### src/rtl/butterfly_result_packer_pkg.sv
// butterfly_result_packer_pkg: shared FSM encoding, default geometry and slot/lane offset helpers
// Contents: state_e (IDLE/RUN/DRAIN), default parameter values, re_off/im_off bit-offset helpers.
package butterfly_result_packer_pkg;
  typedef enum logic [1:0] {IDLE, RUN, DRAIN} state_e;
  localparam int DEF_DW = 16;
  localparam int DEF_P = 4;
  localparam int DEF_K = 4;
  localparam int DEF_DEPTH = 4;
  localparam int DEF_BEAT_W = 2 * DEF_DW * DEF_P * DEF_K;
  localparam int LEN_W = 16;
  // Each (slot, lane) pair owns one complex sample: real in the low half, imaginary above it.
  function automatic int re_off(input int s, input int p, input int lanes, input int dw);
    return (s * lanes + p) * 2 * dw;
  endfunction
  function automatic int im_off(input int s, input int p, input int lanes, input int dw);
    return re_off(s, p, lanes, dw) + dw;
  endfunction
endpackage

### src/rtl/butterfly_result_packer_if.sv
// butterfly_result_packer_if: engine-side serial streams and downstream beat bus of the packer
// Signals: in_vld/in_dat/in_rdy for real (A) and imaginary (B) lanes; dn_vld/dn_dat/dn_last/dn_rdy.
// master = engine + writeback side (drives inputs, dn_rdy); slave = packer.
interface butterfly_result_packer_if
  import butterfly_result_packer_pkg::*;
#(
  parameter int data_width = DEF_DW,
  parameter int parallelism_per_control = DEF_P,
  parameter int pack_factor = DEF_K
);
  localparam int P = parallelism_per_control;
  localparam int BW = 2 * data_width * P * pack_factor;
  logic [P-1:0] in_vld_A;
  logic [data_width*P-1:0] in_dat_A;
  logic in_rdy_A;
  logic [P-1:0] in_vld_B;
  logic [data_width*P-1:0] in_dat_B;
  logic in_rdy_B;
  logic dn_vld;
  logic [BW-1:0] dn_dat;
  logic dn_last;
  logic dn_rdy;
  modport master (
    output in_vld_A, in_dat_A, in_vld_B, in_dat_B, dn_rdy,
    input  in_rdy_A, in_rdy_B, dn_vld, dn_dat, dn_last
  );
  modport slave (
    input  in_vld_A, in_dat_A, in_vld_B, in_dat_B, dn_rdy,
    output in_rdy_A, in_rdy_B, dn_vld, dn_dat, dn_last
  );
endinterface

### src/rtl/bf_sync_fifo.sv
// bf_sync_fifo: show-ahead synchronous FIFO with full/empty flags
// Ports: clk, rst_n (async, active-low), push_i/wdata_i, pop_i, rdata_o (head entry), full_o, empty_o.
module bf_sync_fifo #(
  parameter int WIDTH = 8,
  parameter int DEPTH = 4
) (
  input  logic             clk,
  input  logic             rst_n,
  input  logic             push_i,
  input  logic [WIDTH-1:0] wdata_i,
  input  logic             pop_i,
  output logic [WIDTH-1:0] rdata_o,
  output logic             full_o,
  output logic             empty_o
);
  localparam int AW = $clog2(DEPTH);
  logic [WIDTH-1:0] mem_q [DEPTH];
  // Pointers carry one extra wrap bit so full and empty are distinguishable.
  logic [AW:0] wr_q, rd_q;
  assign empty_o = wr_q == rd_q;
  assign full_o  = (wr_q[AW] != rd_q[AW]) && (wr_q[AW-1:0] == rd_q[AW-1:0]);
  assign rdata_o = mem_q[rd_q[AW-1:0]];
  always_ff @(posedge clk or negedge rst_n) begin
    if (!rst_n) begin
      wr_q <= '0;
      rd_q <= '0;
      for (int i = 0; i < DEPTH; i++) mem_q[i] <= '0;
    end else begin
      if (push_i && !full_o) begin
        mem_q[wr_q[AW-1:0]] <= wdata_i;
        wr_q <= wr_q + 1'b1;
      end
      if (pop_i && !empty_o) rd_q <= rd_q + 1'b1;
    end
  end
endmodule

### src/rtl/butterfly_result_packer.sv
// butterfly_result_packer: packs K elements per lane of the engine's real/imag streams into wide beats
// Ports: clk, rst_n (async, active-low), start_i/length_i (transfer setup), bus (slave side of
// butterfly_result_packer_if: input streams A/B and downstream beat bus), busy_o, done_o.
module butterfly_result_packer
  import butterfly_result_packer_pkg::*;
#(
  parameter int data_width = DEF_DW,
  parameter int parallelism_per_control = DEF_P,
  parameter int pack_factor = DEF_K,
  parameter int fifo_depth = DEF_DEPTH
) (
  input  logic                   clk,
  input  logic                   rst_n,
  input  logic                   start_i,
  input  logic [LEN_W-1:0]       length_i,
  butterfly_result_packer_if.slave bus,
  output logic                   busy_o,
  output logic                   done_o
);
  localparam int DW = data_width;
  localparam int P = parallelism_per_control;
  localparam int K = pack_factor;
  localparam int BW = 2 * DW * P * K;
  localparam int SW = $clog2(K);
  state_e state_q, state_d;
  logic [LEN_W-1:0] len_q, cnt_q;
  logic [SW-1:0] slot_q;
  logic [BW-1:0] pack_q, pack_d;
  logic zero_q;
  logic full, empty, in_rdy, accept, final_e, push, pop, head_last;
  logic [BW:0] head;
  // Ready is independent of dn_rdy: input is simply blocked whenever the FIFO is full.
  assign in_rdy = (state_q == RUN) && !full;
  assign accept = (&bus.in_vld_A) && (&bus.in_vld_B) && in_rdy;
  assign final_e = accept && (cnt_q + 16'd1 == len_q);
  assign push = accept && ((slot_q == SW'(K - 1)) || final_e);
  assign pop = !empty && bus.dn_rdy;
  assign head_last = head[BW];
  assign bus.in_rdy_A = in_rdy;
  assign bus.in_rdy_B = in_rdy;
  assign bus.dn_vld = !empty;
  assign bus.dn_dat = head[BW-1:0];
  assign bus.dn_last = head_last;
  assign busy_o = state_q != IDLE;
  assign done_o = zero_q || ((state_q == DRAIN) && pop && head_last);
  // Merge the current element into its slot so a completing push carries it.
  always_comb begin
    pack_d = pack_q;
    for (int p = 0; p < P; p++) begin
      pack_d[re_off(int'(slot_q), p, P, DW) +: DW] = bus.in_dat_A[p*DW +: DW];
      pack_d[im_off(int'(slot_q), p, P, DW) +: DW] = bus.in_dat_B[p*DW +: DW];
    end
  end
  always_comb begin
    state_d = state_q;
    case (state_q)
      IDLE:    state_d = (start_i && length_i != '0) ? RUN : IDLE;
      RUN:     state_d = final_e ? DRAIN : RUN;
      DRAIN:   state_d = (pop && head_last) ? IDLE : DRAIN;
      default: state_d = IDLE;
    endcase
  end
  always_ff @(posedge clk or negedge rst_n) begin
    if (!rst_n) begin
      state_q <= IDLE;
      zero_q  <= 1'b0;
      len_q   <= '0;
      cnt_q   <= '0;
      slot_q  <= '0;
      pack_q  <= '0;
    end else begin
      state_q <= state_d;
      zero_q  <= (state_q == IDLE) && start_i && (length_i == '0);
      if ((state_q == IDLE) && start_i) begin
        len_q <= length_i;
        cnt_q <= '0;
      end else if (accept) cnt_q <= cnt_q + 16'd1;
      // Zeroing after each push leaves unused slots of a short final word at 0.
      if (push) begin
        pack_q <= '0;
        slot_q <= '0;
      end else if (accept) begin
        pack_q <= pack_d;
        slot_q <= slot_q + 1'b1;
      end
    end
  end
  bf_sync_fifo #(.WIDTH(BW + 1), .DEPTH(fifo_depth)) u_fifo (
    .clk     (clk),
    .rst_n   (rst_n),
    .push_i  (push),
    .wdata_i ({final_e, pack_d}),
    .pop_i   (pop),
    .rdata_o (head),
    .full_o  (full),
    .empty_o (empty)
  );
endmodule

### src/flat_wrapper.sv
// flat-port wrapper written by rule: the top's interface ports become plain ports
module butterfly_result_packer_flat import butterfly_result_packer_pkg::*;
#(
  parameter int data_width = DEF_DW,
  parameter int parallelism_per_control = DEF_P,
  parameter int pack_factor = DEF_K,
  parameter int fifo_depth = DEF_DEPTH
)
  (clk, rst_n, start_i, length_i, busy_o, done_o, bus_in_vld_A, bus_in_dat_A, bus_in_vld_B, bus_in_dat_B, bus_dn_rdy, bus_in_rdy_A, bus_in_rdy_B, bus_dn_vld, bus_dn_dat, bus_dn_last);
  butterfly_result_packer_if #(.data_width(data_width), .parallelism_per_control(parallelism_per_control), .pack_factor(pack_factor)) bus_i ();
  input  logic clk;
  input  logic rst_n;
  input  logic start_i;
  input  logic [LEN_W-1:0] length_i;
  output logic busy_o;
  output logic done_o;
  input wire logic [$bits(bus_i.in_vld_A)-1:0] bus_in_vld_A;
  input wire logic [$bits(bus_i.in_dat_A)-1:0] bus_in_dat_A;
  input wire logic [$bits(bus_i.in_vld_B)-1:0] bus_in_vld_B;
  input wire logic [$bits(bus_i.in_dat_B)-1:0] bus_in_dat_B;
  input wire logic [$bits(bus_i.dn_rdy)-1:0] bus_dn_rdy;
  output wire logic [$bits(bus_i.in_rdy_A)-1:0] bus_in_rdy_A;
  output wire logic [$bits(bus_i.in_rdy_B)-1:0] bus_in_rdy_B;
  output wire logic [$bits(bus_i.dn_vld)-1:0] bus_dn_vld;
  output wire logic [$bits(bus_i.dn_dat)-1:0] bus_dn_dat;
  output wire logic [$bits(bus_i.dn_last)-1:0] bus_dn_last;
  assign bus_i.in_vld_A = bus_in_vld_A;
  assign bus_i.in_dat_A = bus_in_dat_A;
  assign bus_i.in_vld_B = bus_in_vld_B;
  assign bus_i.in_dat_B = bus_in_dat_B;
  assign bus_i.dn_rdy = bus_dn_rdy;
  assign bus_in_rdy_A = bus_i.in_rdy_A;
  assign bus_in_rdy_B = bus_i.in_rdy_B;
  assign bus_dn_vld = bus_i.dn_vld;
  assign bus_dn_dat = bus_i.dn_dat;
  assign bus_dn_last = bus_i.dn_last;
  butterfly_result_packer #(.data_width(data_width), .parallelism_per_control(parallelism_per_control), .pack_factor(pack_factor), .fifo_depth(fifo_depth)) u_core (.clk(clk), .rst_n(rst_n), .start_i(start_i), .length_i(length_i), .bus(bus_i), .busy_o(busy_o), .done_o(done_o));
endmodule
### config.mk
export PLATFORM = sky130hd
export DESIGN_NAME = butterfly_result_packer_flat
export DESIGN_NICKNAME = d
export VERILOG_FILES = /design/src/rtl/butterfly_result_packer_pkg.sv /design/src/rtl/butterfly_result_packer_if.sv /design/src/rtl/bf_sync_fifo.sv /design/src/rtl/butterfly_result_packer.sv /design/src/flat_wrapper.sv
export SDC_FILE = /design/constraint.sdc
export NUM_CORES = 2
export LEC_CHECK = 0
export ABC_CLOCK_PERIOD_IN_PS = 6800
export CELL_PAD_IN_SITES_DETAIL_PLACEMENT = 2
export CELL_PAD_IN_SITES_GLOBAL_PLACEMENT = 2
export CORE_ASPECT_RATIO = 0.8
export CORE_UTILIZATION = 43
export CTS_CLUSTER_SIZE = 25
export DETAILED_ROUTE_END_ITERATION = 10
export PLACE_DENSITY_LB_ADDON = 0.1
export REMOVE_ABC_BUFFERS = 1
export SYNTH_ARGS = -nofsm -noshare
export SYNTH_HDL_FRONTEND = slang
export SYNTH_SLANG_ARGS = --single-unit
### constraint.sdc
create_clock -name clk -period 6.8 [get_ports clk]
set_clock_uncertainty 0.05 [all_clocks]
set_input_delay 1.36 -clock clk [delete_from_list [all_inputs] [get_ports clk]]
set_output_delay 1.36 -clock clk [all_outputs]
set_load 0.005 [all_outputs]
==> results by stage <==
Synthesis:
- The cell area after technology mapping is approximately 110,000 µm².
- The distinct cell type count after synthesis is 43.
- The Yosys step of the flow raised 0 warnings.
- Sequential elements use 57.2% of the synthesized area.
- A synthesized cell averages 11.0 µm².
- The share of async-settable or async-resettable flops after synthesis is 100%.
- Yosys mapped a number of flops with a built-in enable equal to 0.
- After technology mapping, the gate count stands at roughly 10,000.
- In this run, synthesis produced a sequential element count of ~2,600.
- The most frequently used flop master after synthesis is sky130_fd_sc_hd__dfrtp_1.

Die:
- The die outline width is around 580 µm.
- After floorplanning, the core was divided into 168 placement rows.
- For this design the top-level I/O count stands at roughly 670.
- The placeable core region is around 260,000 µm².
- The full die area is around 270,000 µm².
- The starting utilization of the core area is a little over two fifths.
- Measured along the y axis, the die boundary spans 463 µm.

Route:
- The routed design uses between 20,000 and 25,000 µm of met3 wire.
- The number of design rule violations left after detail routing is 0.
- Using the TritonRoute via totals, the vias-per-cell ratio works out to 6.56.
- The wire length per cell is around 32 µm.
- Detailed routing placed a total of roughly 220,000 µm of wire on met2.
- The number of iterations in the first detailed-routing pass is 5.
- The count of routing violations after the opening detailed-route iteration is roughly 7,600.
- The final wirelength is around 450,000 µm.
- The routed layout has around 93,000 vias.
- The met1 routed wirelength after detailed routing is between 150,000 and 200,000 µm.
- The uppermost layer routed is met5.
- Once detail routing completed, the nets flagged for antenna violations numbered 0.

Cells and area:
- Leaving out fill and tap cells, the most frequent cell in the layout is sky130_fd_sc_hd__a21oi_1.
- The library cells used most frequently in the layout, excluding fill and tap cells, are sky130_fd_sc_hd__a21oi_1, sky130_fd_sc_hd__dfrtp_1, sky130_fd_sc_hd__clkdlybuf4s50_1.
- The count of non-filler cells in the finished layout is 14,200.
- The post-route cell area is ~130,000 µm².
- For this run, the share of the core covered by cells in the final layout is between 50% and 60%.
- At the end of the flow, the number of nets in the layout was about 11,000.
- The area added between synthesis and finish is 16.5%.
- The fraction of layout cells with a size suffix above 1 is between 10% and 20%.

Timing:
- The final max-slew violation count came to 0.
- The number of hold-slack violations in the final timing report is 0.
- The tightest hold path in the finished design has a slack of about 0.4 ns.
- The number of setup violations in the final report is 0.
- The achievable frequency is 0.170 GHz.
- The shortest period the worst path allows is 5.89 ns.
- Headroom to the max-slew limit came out at between 20% and 30%.
- The worst path uses between 80% and 90% of the clock period.
- For the final routed database, the setup TNS stands at 0 ns.
- For the pin with the worst max-slew slack, the measured transition is approximately 1.2 ns.
- Setup repair after global routing left no endpoint under its margin.
- The final worst-path setup slack is 0.909 ns.

Setup path:
- For the worst setup path, the data required time is around 5.4 ns.
- The data arrival time of the critical path is around 4.5 ns.
- The worst setup path is launched from a flop.
- The element type at the critical path end is an output port.
- The highest fanout seen on the critical path is 45.
- The worst register-to-register path begins at u_core.u_fifo.rd_q[0].
- The category of the critical setup timing path is flop to output port.
- The critical path startpoint is u_core.u_fifo.rd_q[1].

Global route:
- The sum of overflow across all layers after global routing is 0.
- The total routing usage reported by global routing is between 30% and 40%.
- The via count of the first global-routing pass came to ~100k.
- The number of antenna violations at the first check in global routing is 32.
- Entering global routing, the biggest net connects roughly 210 pins.
- The wire length of the first global-routing pass is ~700,000 µm.

Clock network:
- The number of gates resized after CTS was 0.
- The total clock sinks is 2,607.
- TritonCTS built the clock tree.
- TritonCTS created 285 clock buffers.
- For the worst-skew pair, the clock arrives at the later sink with an insertion delay of 0.87 ns.
- The clock transition at the registers of the reported paths is 0.06 ns.
- The buffers inserted during post-CTS setup optimization is 0.
- The maximum clock insertion buffer count is 4.
- The post-cts hold buffer count is 0.
- The root buffer cell is sky130_fd_sc_hd__clkbuf_16.
- The H-tree was split into 5 levels.

Power and ir drop:
- The power density over the cells is between 300 and 400 nW/µm².
- The standby leakage power is about 59 nW.
- The worst-case vdd ir drop is 0.266 mV.
- Total power for the finished layout comes to roughly 41 mW.

Place:
- The detailed-placement wirelength estimate is about 250,000 µm.
- In this run the tool buffered the top-level ports with 673 buffer cells.
- The placer's final routability congestion estimate is 0.782.
- The total placed cells including tap cells is approximately 14,000.
- The worst slack after detailed placement is about 1.4 ns.
- After detailed placement, the total cell area comes to approximately 120,000 µm².

Worst hold path:
- The kind of path behind the tightest hold check is primary input to async pin.

Job:
- Across the run, the number of max-cap violations was 0.

Status:
- The flow ran to the end, and the final reports show no timing, DRC or antenna violations.
==> report_power, final <==
group	switching (mW)	total [mW]	internal, mW
Clock	6.66	15.8	9.15
Combinational	5.75	8.79	3.03
Sequential	0.527	16.7	16.1
==> cells in the mapped netlist (all sizes together), types with 6 or more instances <==
cell type  number  share of area (%)
inv            10              0.033
nand2         472                1.6
dfrtp        2607                 57
nand4           9              0.049
a22oi         130               0.86
and2          120               0.66
mux4          513                 10
nor4            7              0.044
nor2           21              0.069
buf           531                2.3
nand3           9              0.039
a21oi        4490                 20
o21ai          28               0.12
xnor2          15               0.12
xor2           14               0.11
o31ai         407                2.7
clkbuf        540                1.8
nor3            6              0.026
or3             6              0.033
ha             11               0.12
nor2b         384                2.1
==> path summary, 6_finish.rpt <==
| path | endpoint | cells after the start | slack (ns) |
|---|---|---|---|
| min in group clk | u_core.pack_q[329] | 2 | 0.42 |
| setup reg to reg | u_core.u_fifo.mem_q[1231] | 9 | 1.82 |
| hold / removal | u_core.u_fifo.mem_q[1942] | 1 | 0.40 |
| max in group asynchronous | u_core.u_fifo.mem_q[993] | 3 | 4.37 |
| hold reg to reg | u_core.pack_q[329] | 2 | 0.42 |
| setup / recovery | bus_dn_dat[323] | 4 | 0.91 |
==> state kept, by name, summed over array words and instances (netlist names) <==
| register | count |
|---|---|
| u_core.u_fifo.mem_q | 2052 |
| u_core.pack_q | 512 |
| u_core.cnt_q | 16 |
| u_core.len_q | 16 |
| u_core.u_fifo.rd_q | 3 |
| u_core.u_fifo.wr_q | 3 |
| u_core.slot_q | 2 |
| u_core.state_q | 2 |
| u_core.zero_q | 1 |
==> final cells by class <==
type,instances,area (µm²)
Fill cell,25600,130000
Sequential cell,2607,65200
Multi-Input combinational cell,6673,44300
Timing Repair Buffer,884,9660
Clock buffer,434,8580
Tap cell,3485,4360
Clock inverter,57,653
Inverter,10,45.0
Antenna cell,11,27.5
==> layer usage <==
layer  up-vias  track usage [%]
met1     51000             45.3
met5         -                0
met4        16             12.7
li1      38100                -
met2      2959             55.0
met3       792             4.54
==> cell families after synthesis <==
kind of cell    Yosys count  share of synthesized area [%]
simple gates           1047                           4.67
xor+xnor                 30                          0.243
flops                  2607                           57.2
buf+inv                1081                           4.10
compound gates         5069                           23.5
mux                     516                           10.2
fa+ha+maj                11                          0.121
==> critical path, cell delays in order, from the launching register on <==
cell and delay (ns):
sky130_fd_sc_hd__dfrtp_4 0.81, sky130_fd_sc_hd__buf_4 0.74, sky130_fd_sc_hd__buf_4 0.80, sky130_fd_sc_hd__mux4_2 0.41
sky130_fd_sc_hd__clkdlybuf4s50_1 0.71
Power figures use the tool's default switching activity.
